### src/rtl/sort_result_reader.sv
// rtl/sort_result_reader.sv - walks the sorted RAM, shows word/index on HEX, checks ascending order
module sort_result_reader #(
   parameter int DEPTH      = 16,
   parameter int AW         = 4,
   parameter int DW         = 8,
   parameter int SCAN_TICKS = 25000000
) (
   input  logic          CLOCK_50,
   input  logic          rst,
   input  logic          sort_done,
   input  logic          step,
   input  logic          auto_scan,
   output logic          rd_en,
   output logic [AW-1:0] rd_addr,
   input  logic [DW-1:0] rd_data,
   output logic [DW-1:0] disp_value,
   output logic [AW-1:0] disp_index,
   output logic          valid,
   output logic          pass_done,
   output logic          order_err,
   output logic [6:0]    HEX0,
   output logic [6:0]    HEX1,
   output logic [6:0]    HEX2
);

   localparam int CW = (SCAN_TICKS > 1) ? $clog2(SCAN_TICKS) : 1;
   localparam logic [CW-1:0] SCAN_LAST = CW'(SCAN_TICKS - 1);
   localparam logic [AW-1:0] ADDR_LAST = AW'(DEPTH - 1);

   typedef enum logic [1:0] {IDLE, FETCH, CAPTURE, SHOW} state_t;

   state_t        state;
   state_t        state_nxt;
   logic          step_s1;
   logic          step_s2;
   logic          step_d;
   logic          step_pulse;
   logic [CW-1:0] scan_cnt;
   logic          scan_hit;
   logic          advance;
   logic [7:0]    val_ext;
   logic [3:0]    idx_ext;

   function automatic logic [6:0] seg7(input logic [3:0] d);
      case (d)
         4'h0: seg7 = 7'b1000000;
         4'h1: seg7 = 7'b1111001;
         4'h2: seg7 = 7'b0100100;
         4'h3: seg7 = 7'b0110000;
         4'h4: seg7 = 7'b0011001;
         4'h5: seg7 = 7'b0010010;
         4'h6: seg7 = 7'b0000010;
         4'h7: seg7 = 7'b1111000;
         4'h8: seg7 = 7'b0000000;
         4'h9: seg7 = 7'b0010000;
         4'hA: seg7 = 7'b0001000;
         4'hB: seg7 = 7'b0000011;
         4'hC: seg7 = 7'b1000110;
         4'hD: seg7 = 7'b0100001;
         4'hE: seg7 = 7'b0000110;
         default: seg7 = 7'b0001110;
      endcase
   endfunction

   // Two-flop synchroniser for the raw button plus a delayed copy for edge detection
   always_ff @(posedge CLOCK_50 or posedge rst) begin
      if (rst) begin
         step_s1 <= 1'b0;
         step_s2 <= 1'b0;
         step_d  <= 1'b0;
      end else begin
         step_s1 <= step;
         step_s2 <= step_s1;
         step_d  <= step_s2;
      end
   end

   assign step_pulse = step_s2 & ~step_d;
   assign advance    = (state == SHOW) && (auto_scan ? scan_hit : step_pulse);

   // Dwell counter: only runs in SHOW with auto_scan; the hit is registered so the
   // dwell is SCAN_TICKS counted cycles followed by the advancing cycle
   always_ff @(posedge CLOCK_50 or posedge rst) begin
      if (rst) begin
         scan_cnt <= '0;
         scan_hit <= 1'b0;
      end else if (state != SHOW || !auto_scan) begin
         scan_cnt <= '0;
         scan_hit <= 1'b0;
      end else begin
         scan_hit <= (scan_cnt == SCAN_LAST);
         if (scan_cnt != SCAN_LAST) scan_cnt <= scan_cnt + 1'b1;
      end
   end

   // State register
   always_ff @(posedge CLOCK_50 or posedge rst) begin
      if (rst) state <= IDLE;
      else     state <= state_nxt;
   end

   // Next-state logic; losing sort_done aborts from any state
   always_comb begin
      state_nxt = state;
      if (!sort_done) begin
         state_nxt = IDLE;
      end else begin
         case (state)
            IDLE:    state_nxt = FETCH;
            FETCH:   state_nxt = CAPTURE;
            CAPTURE: state_nxt = SHOW;
            SHOW:    if (advance) state_nxt = FETCH;
            default: state_nxt = IDLE;
         endcase
      end
   end

   // Address walk, display capture, pass tracking and first-pass order check
   always_ff @(posedge CLOCK_50 or posedge rst) begin
      if (rst) begin
         rd_addr    <= '0;
         disp_value <= '0;
         disp_index <= '0;
         valid      <= 1'b0;
         pass_done  <= 1'b0;
         order_err  <= 1'b0;
      end else if (!sort_done) begin
         rd_addr   <= '0;
         valid     <= 1'b0;
         pass_done <= 1'b0;
         order_err <= 1'b0;
      end else begin
         case (state)
            IDLE: rd_addr <= '0;
            CAPTURE: begin
               disp_value <= rd_data;
               disp_index <= rd_addr;
               valid      <= 1'b1;
               if (!pass_done && rd_addr != '0 && rd_data < disp_value) order_err <= 1'b1;
            end
            SHOW: begin
               if (advance) begin
                  if (rd_addr == ADDR_LAST) begin
                     rd_addr   <= '0;
                     pass_done <= 1'b1;
                  end else begin
                     rd_addr <= rd_addr + 1'b1;
                  end
               end
            end
            default: ;
         endcase
      end
   end

   assign val_ext = 8'(disp_value);
   assign idx_ext = 4'(disp_index);

   // Outputs: read strobe from state, HEX glyphs blanked until a word is held
   always_comb begin
      rd_en = (state == FETCH);
      HEX0  = 7'h7F;
      HEX1  = 7'h7F;
      HEX2  = 7'h7F;
      if (valid) begin
         HEX0 = seg7(val_ext[3:0]);
         HEX1 = seg7(val_ext[7:4]);
         HEX2 = seg7(idx_ext);
      end
   end

endmodule

### config.mk
export PLATFORM = sky130hd
export DESIGN_NAME = sort_result_reader
export DESIGN_NICKNAME = d
export VERILOG_FILES = /design/src/rtl/sort_result_reader.sv
export SDC_FILE = /design/constraint.sdc
export NUM_CORES = 1
export LEC_CHECK = 0
export BUFFER_PORTS_ARGS = -buffer_cell sky130_fd_sc_hd__buf_2
export CAP_MARGIN = 20
export CORE_MARGIN = 3
export CORE_UTILIZATION = 30
export CTS_CLUSTER_DIAMETER = 100
export DETAILED_ROUTE_END_ITERATION = 10
export PLACE_DENSITY_LB_ADDON = 0.15
export SLEW_MARGIN = 5
export SYNTH_ARGS = -nofsm -noshare
export SYNTH_HDL_FRONTEND = slang
export SYNTH_SLANG_ARGS = --single-unit
### constraint.sdc
create_clock -name CLOCK_50 -period 1.9 [get_ports CLOCK_50]
set_input_delay 0.285 -clock CLOCK_50 [delete_from_list [all_inputs] [get_ports CLOCK_50]]
set_output_delay 0.285 -clock CLOCK_50 [all_outputs]
set_load 0.005 [all_outputs]
# Yosys cells after proc, flatten, opt, wreduce, memory -nomap -nowiden

Memory sizes are Yosys's and may differ from the RTL's.
Index checks and enable logic that the tools add are counted.

Memories kept: 3
Flip-flop bits (word level): 50
Bits in read-only memories: 336
Input port bits: 13

Eq/ne operators: 14
Mux-type cells: 23
$add $sub $neg: 2
Reductions and logical operators: 13
Bitwise logic cells: 2
Magnitude comparators: 1

Memory list:

| name            | words | width | rd ports | clocked after Yosys merged registers in | write ports | line | source |
|---|---|---|---|---|---|---|---|
| (no name shown) | 16    | 7     | 1        | 0                                       | 0           | 45   | `case (d)` |
| (no name shown) | 16    | 7     | 1        | 0                                       | 0           | 45   |  |
| (no name shown) | 16    | 7     | 1        | 0                                       | 0           | 45   |  |

Operators with widths:

| kind                                                  | number |
|---|---|
| 2-to-1 mux 25 bit                                     | 2 |
| adder 25 x 1 -> 25 bit, second input constant         | 1 |
| == test 25 bit, second input constant                 | 1 |
| inequality test 25 bit, second input constant         | 1 |
| 2-to-1 mux 7 bit                                      | 3 |
| 2-to-1 mux 4 bit                                      | 3 |
| 2-to-1 mux 1 bit                                      | 11 |
| inequality test 2 x 1 -> 1 bit, second input constant | 5 |
| less-than comparator 8 bit                            | 1 |
| case mux 2 bit (4 select lines)                       | 1 |
| case mux 4 bit (2 select lines)                       | 1 |
| AND reduction 2 bit                                   | 3 |
| adder 4 x 1 -> 4 bit, second input constant           | 1 |
| == test 2 bit, second input constant                  | 2 |
| == test 4 bit, second input constant                  | 1 |
| 2-to-1 mux 2 bit                                      | 2 |
| nonzero test 4 bit                                    | 1 |
| logical AND 1 bit                                     | 3 |
| inequality test 3 x 1 -> 1 bit, second input constant | 1 |
| inequality test 3 bit, second input constant          | 1 |
| AND reduction 3 bit                                   | 1 |
| == test 2 x 1 -> 1 bit, second input constant         | 1 |
| logical NOT 1 bit                                     | 2 |
| logical NOT 2 bit                                     | 1 |
| 5 further kinds                                       | 5 |

# Logic depth before layout (Yosys ltp)

Gate-level depths: netlist of the first run.

Depth in word-level cells: 7
Mapped depth: 7
Depth with buffers taken out: 7

# Worst setup path before layout of the first run

Ideal clock, no wire load.

Path kind: register to output
Start point: reg disp_value[0]
End point: out HEX0[3]
Data arrival time: 1.418 ns
Slack: 0.197 ns
Path buffers: 0
Cell stages (with the launch flop): 7
Cells stage by stage: dfrtp_1 -> inv_1 -> ha_1 -> inv_1 -> mux4_2 -> inv_1 -> nand2_1

Cells in the longest elaborated chain, start to end: 2

Ends and longest elaborated chain:

| element                  | line | source |
|---|---|---|
| start: declaration       | 16   | `output logic [DW-1:0] disp_value,` |
| start signal: assignment | 136  | `disp_value <= rd_data;` |
| memory read (16 x 7 bit) | n/a  |  |
| 2-to-1 mux 7 bit         | 165  | `if (valid) begin` |
| end: declaration         | 21   | `output logic [6:0] HEX0,` |

Every way passes these cells.

# Worst setup path in the final report of the first run

Start point: reg disp_value[4]
End point: out HEX1[3]

Cells in the longest elaborated chain, start to end: 2

Ends and longest elaborated chain:

| element                  | line | source |
|---|---|---|
| memory read (16 x 7 bit) | n/a  |  |
| 2-to-1 mux 7 bit         | 165  |  |
| end: declaration         | 22   | `output logic [6:0] HEX1,` |

Every way passes these cells.

==> impl_metrics.csv, run 1 <==
group,metric,value,unit
critical_path,worstRegToRegCells,6,
floorplan,placementRows,38,
grt,grt_pass1_wl,13.48,mm
yosys,synth_fp_nets,394,
critical_path,cpPeakStageDelay,0.45,ns
grt,overflow,0,
detailed_routing,wl_per_cell,13.89,µm
yosys,synth_compound_area_share,14.93,%
grt,grt_max_degree,25,
final_layout,final_util,39.37,%
final_layout,fillers,1130,
timing,worst_pin_slew,0.5925,ns
yosys,async_reset_ff_share,100.0,%
floorplan,ios,54,
timing,maxSlewHeadroom,60.24,%
critical_path,cp_top_family,"multiplexers",
yosys,synth_seq_area_share,37.04,%
grt,antenna_found_initial,0,
yosys,synth_ff_type,"dfrtp_1",
yosys,yosys.area_share.simple,19.26,%
floorplan,start_util,30.89,%
final_layout,drive_gt1_share,33.80,%
critical_path,worstSetupPathType,"reg2out",
detailed_routing,vias,2791,
min_path,hp-class,"in2async",
yosys,synthCells,349,
placement,placed_cell_area,0.003955,mm²
timing,rsz0062_at_grt,"yes",
detailed_routing,antenna_left,0,
critical_path,endpoint_kind,"primary output",
critical_path,reg2reg_slack,0.13,ns
placement,globalplace.congestion,0.8008,
critical_path,cp.arrival,1.75,ns
clock_network,clk_latency,0.29,ns
clock_network,clock_path_buffers,2,
critical_path,crit_cells,7,
critical_path,crit_path_cell_trace,"inv_2 -> ha_4 -> inv_2 -> mux4_2 -> inv_2 -> nand2_1 -> buf_2",
yosys,synth_xor_area_share,3.889,%
timing,final-max-slew-violation-count,0,
pwr,power_density,947.3,mW/mm²
grt,first_global_vias,2723,
yosys,synth-seq-cells,50,
yosys,synth_top_area_cell,"dfrtp_1",
placement,hpwl,5.858,mm
detailed_routing,wirelength,7.946,mm
floorplan,fp.dieArea,0.01257,mm²
final_layout,finalNetCount,476,
critical_path,worstReg2RegEnd,"scan_cnt[21]",
final_layout,postLayoutCellArea,0.004305,mm²
final_layout,synthToLayoutAreaGrowth,27.44,%
critical_path,crit_fanout,4,
clock_network,cts_sinks,50,
timing,finalCriticalPeriod,2.035,ns
clock_network,cts_hold_buffers,0,
run_status,violations,"negative hold slack, negative setup slack",
detailed_routing,dr.pass1.iters,6,
floorplan,die_h,112.1,µm
detailed_routing,drt_iter0_drc,170,
floorplan,core-area,0.01094,mm²
clock_network,root_buffer,"clkbuf_16",
yosys,netlist.area_leader.share,37.04,%
pwr,power,0.004079,W
detailed_routing,vias_per_cell,4.879,
yosys,synthAdderAreaFrac,11.85,%
detailed_routing,drt_drc_violations_left,0,
yosys,synth_top_family_by_area,"simple AND/OR/NAND/NOR gates",
final_layout,antenna_cells,0,
floorplan,die_width,112.1,µm
run_status,status,"finished with violations",
clock_network,cts-buffers-inserted,5,
yosys,synthMuxAreaShare,8.259,%
timing,timing.hold.ws,-0.01812,ns
placement,numPortBuffers,53,
clock_network,cts_tree,"done",
timing,fin_ws,-0.1348,ns
timing,setup_violations,4,
timing,fmax,491.5,MHz
timing,hold_viol,15,
timing,fin_tns_setup,-0.3937,ns
pwr,p_leak,1.822,nW
clock_network,htreeDepth,2,
grt,grtUsageTotal,12.70,%
critical_path,r2r_start,"scan_cnt[0]",
yosys,ys_types,50,
yosys,yosys_warnings,0,
critical_path,critPathLaunchType,"register",
clock_network,clkTransAtPathRegs,0.07,ns
pwr,irDropWorstVdd,0.5108,mV
yosys,syn_area,0.003378,mm²
yosys,synth_edf_count,0,
timing,period_share,107.1,%
critical_path,cp_slowest_cell,"mux4_2",
critical_path,worstPathRequired,1.62,ns
yosys,avgSynthCellArea,9.680,µm²
critical_path,crit_top_cell,"inv_2",
timing,skew,0.008913,ns
job,maxCapViolations,0,
critical_path,crit_buf_inv,4,
yosys,synth_area_leaders,"dfrtp_1 (37%), ha_1 (12%), mux2i_1 (3.3%)",
-- stage by stage --
stage	cells	setup WS, ns
5_1_grt	572	-0.1986
4_1_cts	571	-0.1153
3_3_place_gp	555	0.05340
3_5_place_dp	555	0.02722
6_report	572	-0.1348
2_1_floorplan	349	0.1966
-- registers in the layout, indices dropped and copies added, names as in the netlist, 2 cells and up --
name / cells
scan_cnt: 25
disp_value: 8
disp_index: 4
rd_addr: 4
state: 2
-- placed cells by master, fill, tap and decap left out, types with 2 or more instances in the layout --
master and count:
xor2_1 6, buf_6 4, inv_1 13, xnor2_1 9, nand4_1 3, o21a_1 4
or3_1 7, a21oi_1 12, clkbuf_16 5, nand3_1 13, ha_2 4, mux4_2 3
ha_4 8, mux2i_1 11, nand4_2 3, ha_1 20, buf_2 52, o311ai_0 3
and4_1 2, inv_2 14, dfrtp_1 49, nor2_1 24, a21boi_0 6, o21ai_0 21
and3_1 5, mux2_2 9, nand2b_1 5, nor3b_1 2, o31ai_1 4, nor2b_1 3
o31a_1 3, nor3_1 5, o21ai_1 3, and2_1 3, a31oi_1 2, o211ai_1 13
buf_4 29, nand2_1 27
-- worst max-delay path by stage --
stage                        startpoint      end  slack (ns)
after CTS                 disp_value[4]  HEX1[3]       -0.12
after floorplan           disp_value[0]  HEX0[3]        0.20
after detailed placement  disp_index[0]  HEX2[3]        0.03
after global placement    disp_index[0]  HEX2[3]        0.05
after global routing      disp_value[4]  HEX1[3]       -0.20
final                     disp_value[4]  HEX1[3]       -0.13
-- power breakdown --
part	switching [W]	internal (W)	leakage (nW)
registers	0.000113	0.00117	0.671
logic	0.000960	0.000926	1.08
clock network	0.000388	0.000522	0.0729
-- per-layer routing --
metal / track usage [%] / vias to the layer above / wire length, µm
met1: 17.67 / 1321 / 3857
met3: 2.210 / 4 / 362
li1: - / 1407 / -
met5: 0 / - / 0
met4: 3.365 / 0 / 62
met2: 20.50 / 59 / 3664
-- cells by family (layout without fill, tap and decap cells) --
family	Yosys count	after routing
AND/OR/NAND/NOR	113	113
AO/OA/AOI/OAI	77	77
flip-flops	50	50
buffers and inverters	39	122
adder cells (fa/ha/maj)	32	32
multiplexers	23	23
XOR/XNOR	15	15
-- layout make-up --
cell class	instances	area [µm²]	area share (%)
clock inverters	2	12.51	0.2906
flip-flops and latches	50	1252	29.09
multi-input cells	260	2078	48.27
inverters	28	105.1	2.441
repair buffers	86	543.0	12.61
clock buffers	6	138.9	3.226
well taps	140	175.2	4.069
-- Yosys cell counts (all sizes together) (2+ instances only) --
cell type / count
o211ai: 13
nor2: 24
a21boi: 6
inv: 26
clkinv: 2
nand2b: 5
a21oi: 12
o31a: 3
o21a: 4
mux2: 9
mux4: 3
o31ai: 4
nand4: 6
ha: 32
mux2i: 11
xor2: 6
o311ai: 3
nor3: 7
and4: 3
and2: 3
o21ai: 24
dfrtp: 50
xnor2: 9
buf: 2
nand3: 14
or3: 8
nor4: 3
nand2: 28
a31oi: 2
clkbuf: 9
nor2b: 3
and3: 5
nor3b: 2
-- what timing repair did --
action	CTS	global route
setup endpoints to repair	5	14
hold endpoints to repair	0	0
setup buffers	8	1
pin swaps	2	4
gates resized for setup	23	14
Power figures use the tool's default switching activity.
==> inputs of run 2 (changes only) <==
Settings changed: CORE_UTILIZATION 30 to 50, PLACE_DENSITY set to 0.72, PLACE_DENSITY_LB_ADDON 0.15 to unset.
==> run 2 against run 1 <==
  * The run ends with negative setup slack left
  * Hold slack better by 0.11 ns
  * Sequential share of layout area up 1.1 points
  * Clock power down 20%
  * Register-to-register slack better by 0.03 ns
  * Non-clock buffer count down 2
  * Clock-buffer cell count unchanged
  * Combinational power about the same
  * Critical path depth down 1
  * Wire length down 9.5%
  * Total power down 4.6%
  * First-iteration DRC count down 42%
  * Largest power group unchanged
==> impl_metrics.csv, run 2 (synthesized netlist as in run 1, its figures left out) <==
group,metric,value,unit
grt,grt_pass1_wl,12.18,mm
critical_path,crit_buf_inv,3,
final_layout,antenna_cells,0,
detailed_routing,dr.pass1.iters,4,
detailed_routing,vias_per_cell,5.517,
critical_path,worstPathRequired,1.62,ns
critical_path,cp.arrival,1.78,ns
critical_path,worstSetupPathType,"reg2out",
timing,setup_violations,3,
run_status,violations,"negative setup slack",
floorplan,start_util,52.31,%
grt,grt_max_degree,33,
timing,final-max-slew-violation-count,0,
critical_path,endpoint_kind,"primary output",
critical_path,crit_path_cell_trace,"buf_4 -> ha_2 -> mux4_2 -> inv_1 -> nand2_1 -> buf_2",
min_path,hp-class,"in2reg",
final_layout,layout_common_cells,"buf_2 (53), dfrtp_1 (48), nand2_1 (27), buf_4 (27), nor2_1 (24)",
final_layout,largest_reg_flops,25,
detailed_routing,wl_per_cell,14.18,µm
clock_network,cts-buffers-inserted,5,
clock_network,clock_path_buffers,2,
min_path,holdPathEnd,"step_s1",
detailed_routing,met2_length,3.346,mm
timing,maxSlewHeadroom,62.70,%
critical_path,cp_top_family,"multiplexers",
timing,worst_pin_slew,0.5557,ns
placement,hpwl,5.288,mm
pwr,power_density,937.5,mW/mm²
critical_path,startpoint,"disp_value[0]",
timing,skew,0.008563,ns
floorplan,ios,54,
floorplan,core-area,0.006459,mm²
critical_path,reg2reg_slack,0.16,ns
final_layout,final_common_cell,"buf_2",
timing,fin_ws,-0.1647,ns
timing,rsz0062_at_grt,"yes",
placement,placed_cell_area,0.003854,mm²
grt,grtUsageTotal,19.44,%
final_layout,drive_gt1_share,32.33,%
clock_network,cts_sinks,50,
clock_network,clk_latency,0.30,ns
critical_path,worstRegToRegCells,6,
timing,period_share,108.7,%
critical_path,r2r_start,"scan_cnt[1]",
floorplan,die_width,88.20,µm
job,maxCapViolations,0,
final_layout,finalNetCount,474,
critical_path,critPathLaunchType,"register",
final_layout,synthToLayoutAreaGrowth,22.89,%
timing,finalCriticalPeriod,2.065,ns
detailed_routing,wl_met1,3.434,mm
critical_path,cpPeakStageDelay,0.46,ns
floorplan,fp.dieArea,0.007778,mm²
run_status,status,"finished with violations",
detailed_routing,drt_drc_violations_left,0,
grt,antenna_found_initial,0,
critical_path,worstReg2RegEnd,"scan_cnt[18]",
final_layout,top_register,"scan_cnt",
clock_network,htreeDepth,2,
detailed_routing,antenna_left,0,
detailed_routing,drt_iter0_drc,99,
floorplan,die_h,88.20,µm
detailed_routing,routed-wl-met3,286,µm
min_path,hold_path_depth,1,
final_layout,postLayoutCellArea,0.004151,mm²
grt,first_global_vias,2648,
min_path,timing.hold.worst.start,"step",
critical_path,crit_fanout,4,
critical_path,cp_slowest_cell,"mux4_2",
clock_network,cts_tree,"done",
timing,hold_viol,0,
floorplan,placementRows,29,
placement,dp_slack,0.002038,ns
placement,globalplace.congestion,0.8766,
final_layout,biggestRegsByFlops,"scan_cnt: 25 flops, disp_value: 8 flops",
placement,numPortBuffers,53,
pwr,p_leak,1.783,nW
clock_network,clkTransAtPathRegs,0.09,ns
grt,overflow,0,
detailed_routing,highest_layer,"met4",
detailed_routing,wirelength,7.188,mm
detailed_routing,vias,2797,
timing,fmax,484.3,MHz
clock_network,root_buffer,"clkbuf_8",
pwr,irDropWorstVdd,0.4906,mV
[run 2: metal layers]
layer,up-vias,global-route usage [%]
met5,-,0
met4,0,6.181
met3,10,2.916
met2,68,31.61
met1,1313,26.74
li1,1406,-
[run 2: area by class of cell]
cell class              instances  area [µm²]
fillers                       524        2307
clock buffers                   6       72.57
repair buffers                 84       520.5
inverters                      28       105.1
multi-input cells             260        2066
flip-flops and latches         50        1254
clock inverters                 2       37.54
well taps                      77       96.34
[run 2: where the power goes]
| part | internal (W) | leakage (nW) | switching [W] |
|---|---|---|---|
| logic | 0.000926 | 1.06 | 0.000971 |
| clock network | 0.000393 | 0.0514 | 0.000339 |
| registers | 0.00117 | 0.670 | 0.0000914 |
| total | 0.00249 | 1.78 | 0.00140 |
[run 2: worst max-delay path by stage]
stage,endpoint,cells past startpoint,slack (ns)
2_1_floorplan,HEX0[3],6,0.20
3_3_place_gp,HEX2[3],7,0.08
3_5_place_dp,HEX2[3],7,0.002
4_1_cts,HEX0[3],6,-0.18
5_1_grt,HEX0[3],6,-0.25
6_report,HEX0[3],6,-0.16
[run 2: timing repair]
action                                  CTS  global route
hold buffers                              1             0
endpoints found under the setup margin    9            14
gates resized for setup                  17            18
setup buffers                             9             0
gates cloned                              0             0
pin swaps                                 1             1
endpoints found under the hold margin    18             0
[run 2: per-stage QoR]
step / utilization (%) / power (W) / TNS (ns) / hold WS (ns) / instances
final: 64.28 / 0.003892 / -0.4418 / 0.08996 / 507
after global routing: 64.28 / 0.004195 / -0.9436 / 0.07389 / 507
after CTS: 63.72 / 0.003828 / -0.4572 / 0.08213 / 507
after detailed placement: 59.67 / 0.002925 / 0 / 0.3055 / 489
after global placement: 59.67 / 0.002874 / 0 / 0.3072 / 489
after floorplan: - / 0.002303 / 0 / 0.3164 / 349
==> inputs of run 3 (changes only) <==
Settings changed: PLACE_DENSITY 0.72 to 0.8.
==> run 3 against run 2 <==
  * The flow finishes with violations (negative hold slack, negative setup slack)
  * Global-route usage increased by 0.49 points
  * Clock skew decreased by 0.0027 ns
  * Clock power increased by 3%
  * Combinational power decreased by 4%
  * Sequential power about the same
  * Wire length increased by 2.3%
  * Sequential share of layout area increased by 0.46 points
  * Hold slack got worse by 0.10 ns
  * Maximum frequency decreased by 0.16%
  * Critical path type unchanged
  * Largest power group unchanged
==> impl_metrics.csv, run 3 (synthesized netlist as in run 1, its figures left out) <==
group,metric,value,unit
final_layout,antenna_cells,0,
min_path,hp-class,"in2async",
clock_network,cts_sinks,50,
clock_network,cts_tree,"done",
detailed_routing,routed-wl-met3,310,µm
floorplan,core-area,0.006459,mm²
detailed_routing,wl_per_cell,14.67,µm
pwr,p_seq_share,33.2,%
clock_network,clkTransAtPathRegs,0.08,ns
clock_network,clock_path_buffers,2,
detailed_routing,vias,2810,
critical_path,endpoint_kind,"primary output",
critical_path,reg2reg_slack,0.14,ns
final_layout,postLayoutCellArea,0.004085,mm²
timing,setup_violations,4,
critical_path,worstSetupPathType,"reg2out",
pwr,power_frac_clock,19.5,%
timing,fmax,483.6,MHz
final_layout,final_util,63.25,%
critical_path,r2r_start,"scan_cnt[0]",
grt,grtUsageTotal,19.92,%
critical_path,crit_buf_inv,3,
final_layout,finalNetCount,469,
timing,final-max-slew-violation-count,0,
grt,overflow,0,
final_layout,synthToLayoutAreaGrowth,20.93,%
detailed_routing,drt_drc_violations_left,0,
floorplan,start_util,52.31,%
timing,hold_viol,20,
grt,first_global_vias,2632,
critical_path,cp_slowest_cell,"mux4_2",
timing,fin_ws,-0.1680,ns
pwr,p_sw,0.001363,W
job,maxCapViolations,0,
detailed_routing,met2_length,3.487,mm
timing,finalCriticalPeriod,2.068,ns
pwr,p_comb_share,47.3,%
critical_path,cp.arrival,1.78,ns
placement,numPortBuffers,53,
critical_path,worstPathRequired,1.62,ns
final_layout,top_register,"scan_cnt",
critical_path,crit_path_cell_trace,"buf_4 -> ha_2 -> mux4_2 -> inv_2 -> nand2_1 -> buf_2",
final_layout,layout_common_cells,"buf_2 (53), dfrtp_1 (49), nand2_1 (28)",
run_status,violations,"negative hold slack, negative setup slack",
grt,grt_max_degree,31,
detailed_routing,dr.pass1.iters,4,
detailed_routing,wirelength,7.352,mm
timing,worst_pin_slew,0.5257,ns
detailed_routing,highest_layer,"met4",
critical_path,crit_fanout,5,
timing,period_share,108.8,%
pwr,power_density,942.4,mW/mm²
floorplan,fp.dieArea,0.007778,mm²
pwr,p_leak,1.768,nW
floorplan,ios,54,
timing,maxSlewHeadroom,64.72,%
placement,placed_cell_area,0.003839,mm²
floorplan,die_h,88.20,µm
final_layout,largest_reg_flops,25,
clock_network,htreeDepth,2,
grt,antenna_found_initial,0,
critical_path,worstReg2RegEnd,"scan_cnt[18]",
critical_path,critPathLaunchType,"register",
grt,grt_pass1_wl,12.52,mm
placement,dp_slack,0.07140,ns
timing,rsz0062_at_grt,"yes",
detailed_routing,antenna_left,0,
critical_path,startpoint,"disp_index[0]",
placement,hpwl,5.227,mm
detailed_routing,wl_met1,3.451,mm
timing,skew,0.005883,ns
critical_path,worstRegToRegCells,6,
timing,timing.hold.ws,-0.01465,ns
run_status,status,"finished with violations",
pwr,swShare,35.41,%
clock_network,cts-buffers-inserted,5,
critical_path,cpPeakStageDelay,0.47,ns
critical_path,cp_top_family,"multiplexers",
floorplan,die_width,88.20,µm
final_layout,final_common_cell,"buf_2",
final_layout,fillers,530,
final_layout,drive_gt1_share,31.60,%
placement,globalplace.congestion,0.9457,
pwr,power.internal,0.002487,W
detailed_routing,vias_per_cell,5.609,
floorplan,placementRows,29,
clock_network,clk_latency,0.30,ns
detailed_routing,drt_iter0_drc,128,
clock_network,root_buffer,"clkbuf_8",
clock_network,cts_hold_buffers,0,
pwr,irDropWorstVdd,0.4696,mV
final_layout,biggestRegsByFlops,"scan_cnt: 25 flops, disp_value: 8 flops",
-- run 3: cell types whose count changed in the layout (fill, tap and decap cells not counted), moves of 2 or more --
cell	delta
buf_4	-2
buf_6	-2
ha_2	+4
ha_4	-4
inv_1	+2
inv_2	-2
nand2b_1	-3
nand2b_4	+3
-- run 3: worst max path at each step --
| stage | cells after the start | slack [ns] | end |
|---|---|---|---|
| final | 6 | -0.17 | HEX2[3] |
| after global routing | 7 | -0.23 | HEX2[3] |
| after CTS | 6 | -0.16 | HEX2[3] |
| after detailed placement | 7 | 0.07 | HEX1[3] |
| after global placement | 7 | 0.14 | HEX1[3] |
| after floorplan | 6 | 0.20 | HEX0[3] |
-- run 3: final cells by class --
type	instances	area, µm²	share of cell area, %
Multi-Input combinational cell	260	2046	50.08
Sequential cell	50	1252	30.66
Timing Repair Buffer	79	473.0	11.58
Inverter	28	105.1	2.573
Tap cell	77	96.34	2.358
Clock buffer	6	82.58	2.021
Clock inverter	1	30.03	0.7351
-- run 3: layer usage --
metal	global-route usage [%]	vias to the layer above
met3	2.916	7
met5	0	-
li1	-	1392
met2	32.02	64
met4	5.769	0
met1	28.05	1347
-- run 3: per-stage QoR --
stage	setup TNS [ns]	total power (W)	cells
6_report	-0.4964	0.003850	501
5_1_grt	-0.9464	0.004147	501
4_1_cts	-0.4622	0.003743	499
3_5_place_dp	0	0.002887	487
3_3_place_gp	0	0.002828	487
2_1_floorplan	0	0.002303	349
-- run 3: what timing repair did --
item	CTS	global route
buffers inserted	5	2
endpoints found under the setup margin	7	13
pin swaps	0	2
resized for setup	15	11
-- run 3: power by group through the flow --
stage	logic, W	registers (W)	clock network, W
6_report	0.00182	0.00128	0.000752
5_1_grt	0.00203	0.00130	0.000816
4_1_cts	0.00170	0.00127	0.000774
3_5_place_dp	0.00159	0.00130	0
3_3_place_gp	0.00154	0.00128	0
2_1_floorplan	0.000972	0.00133	0
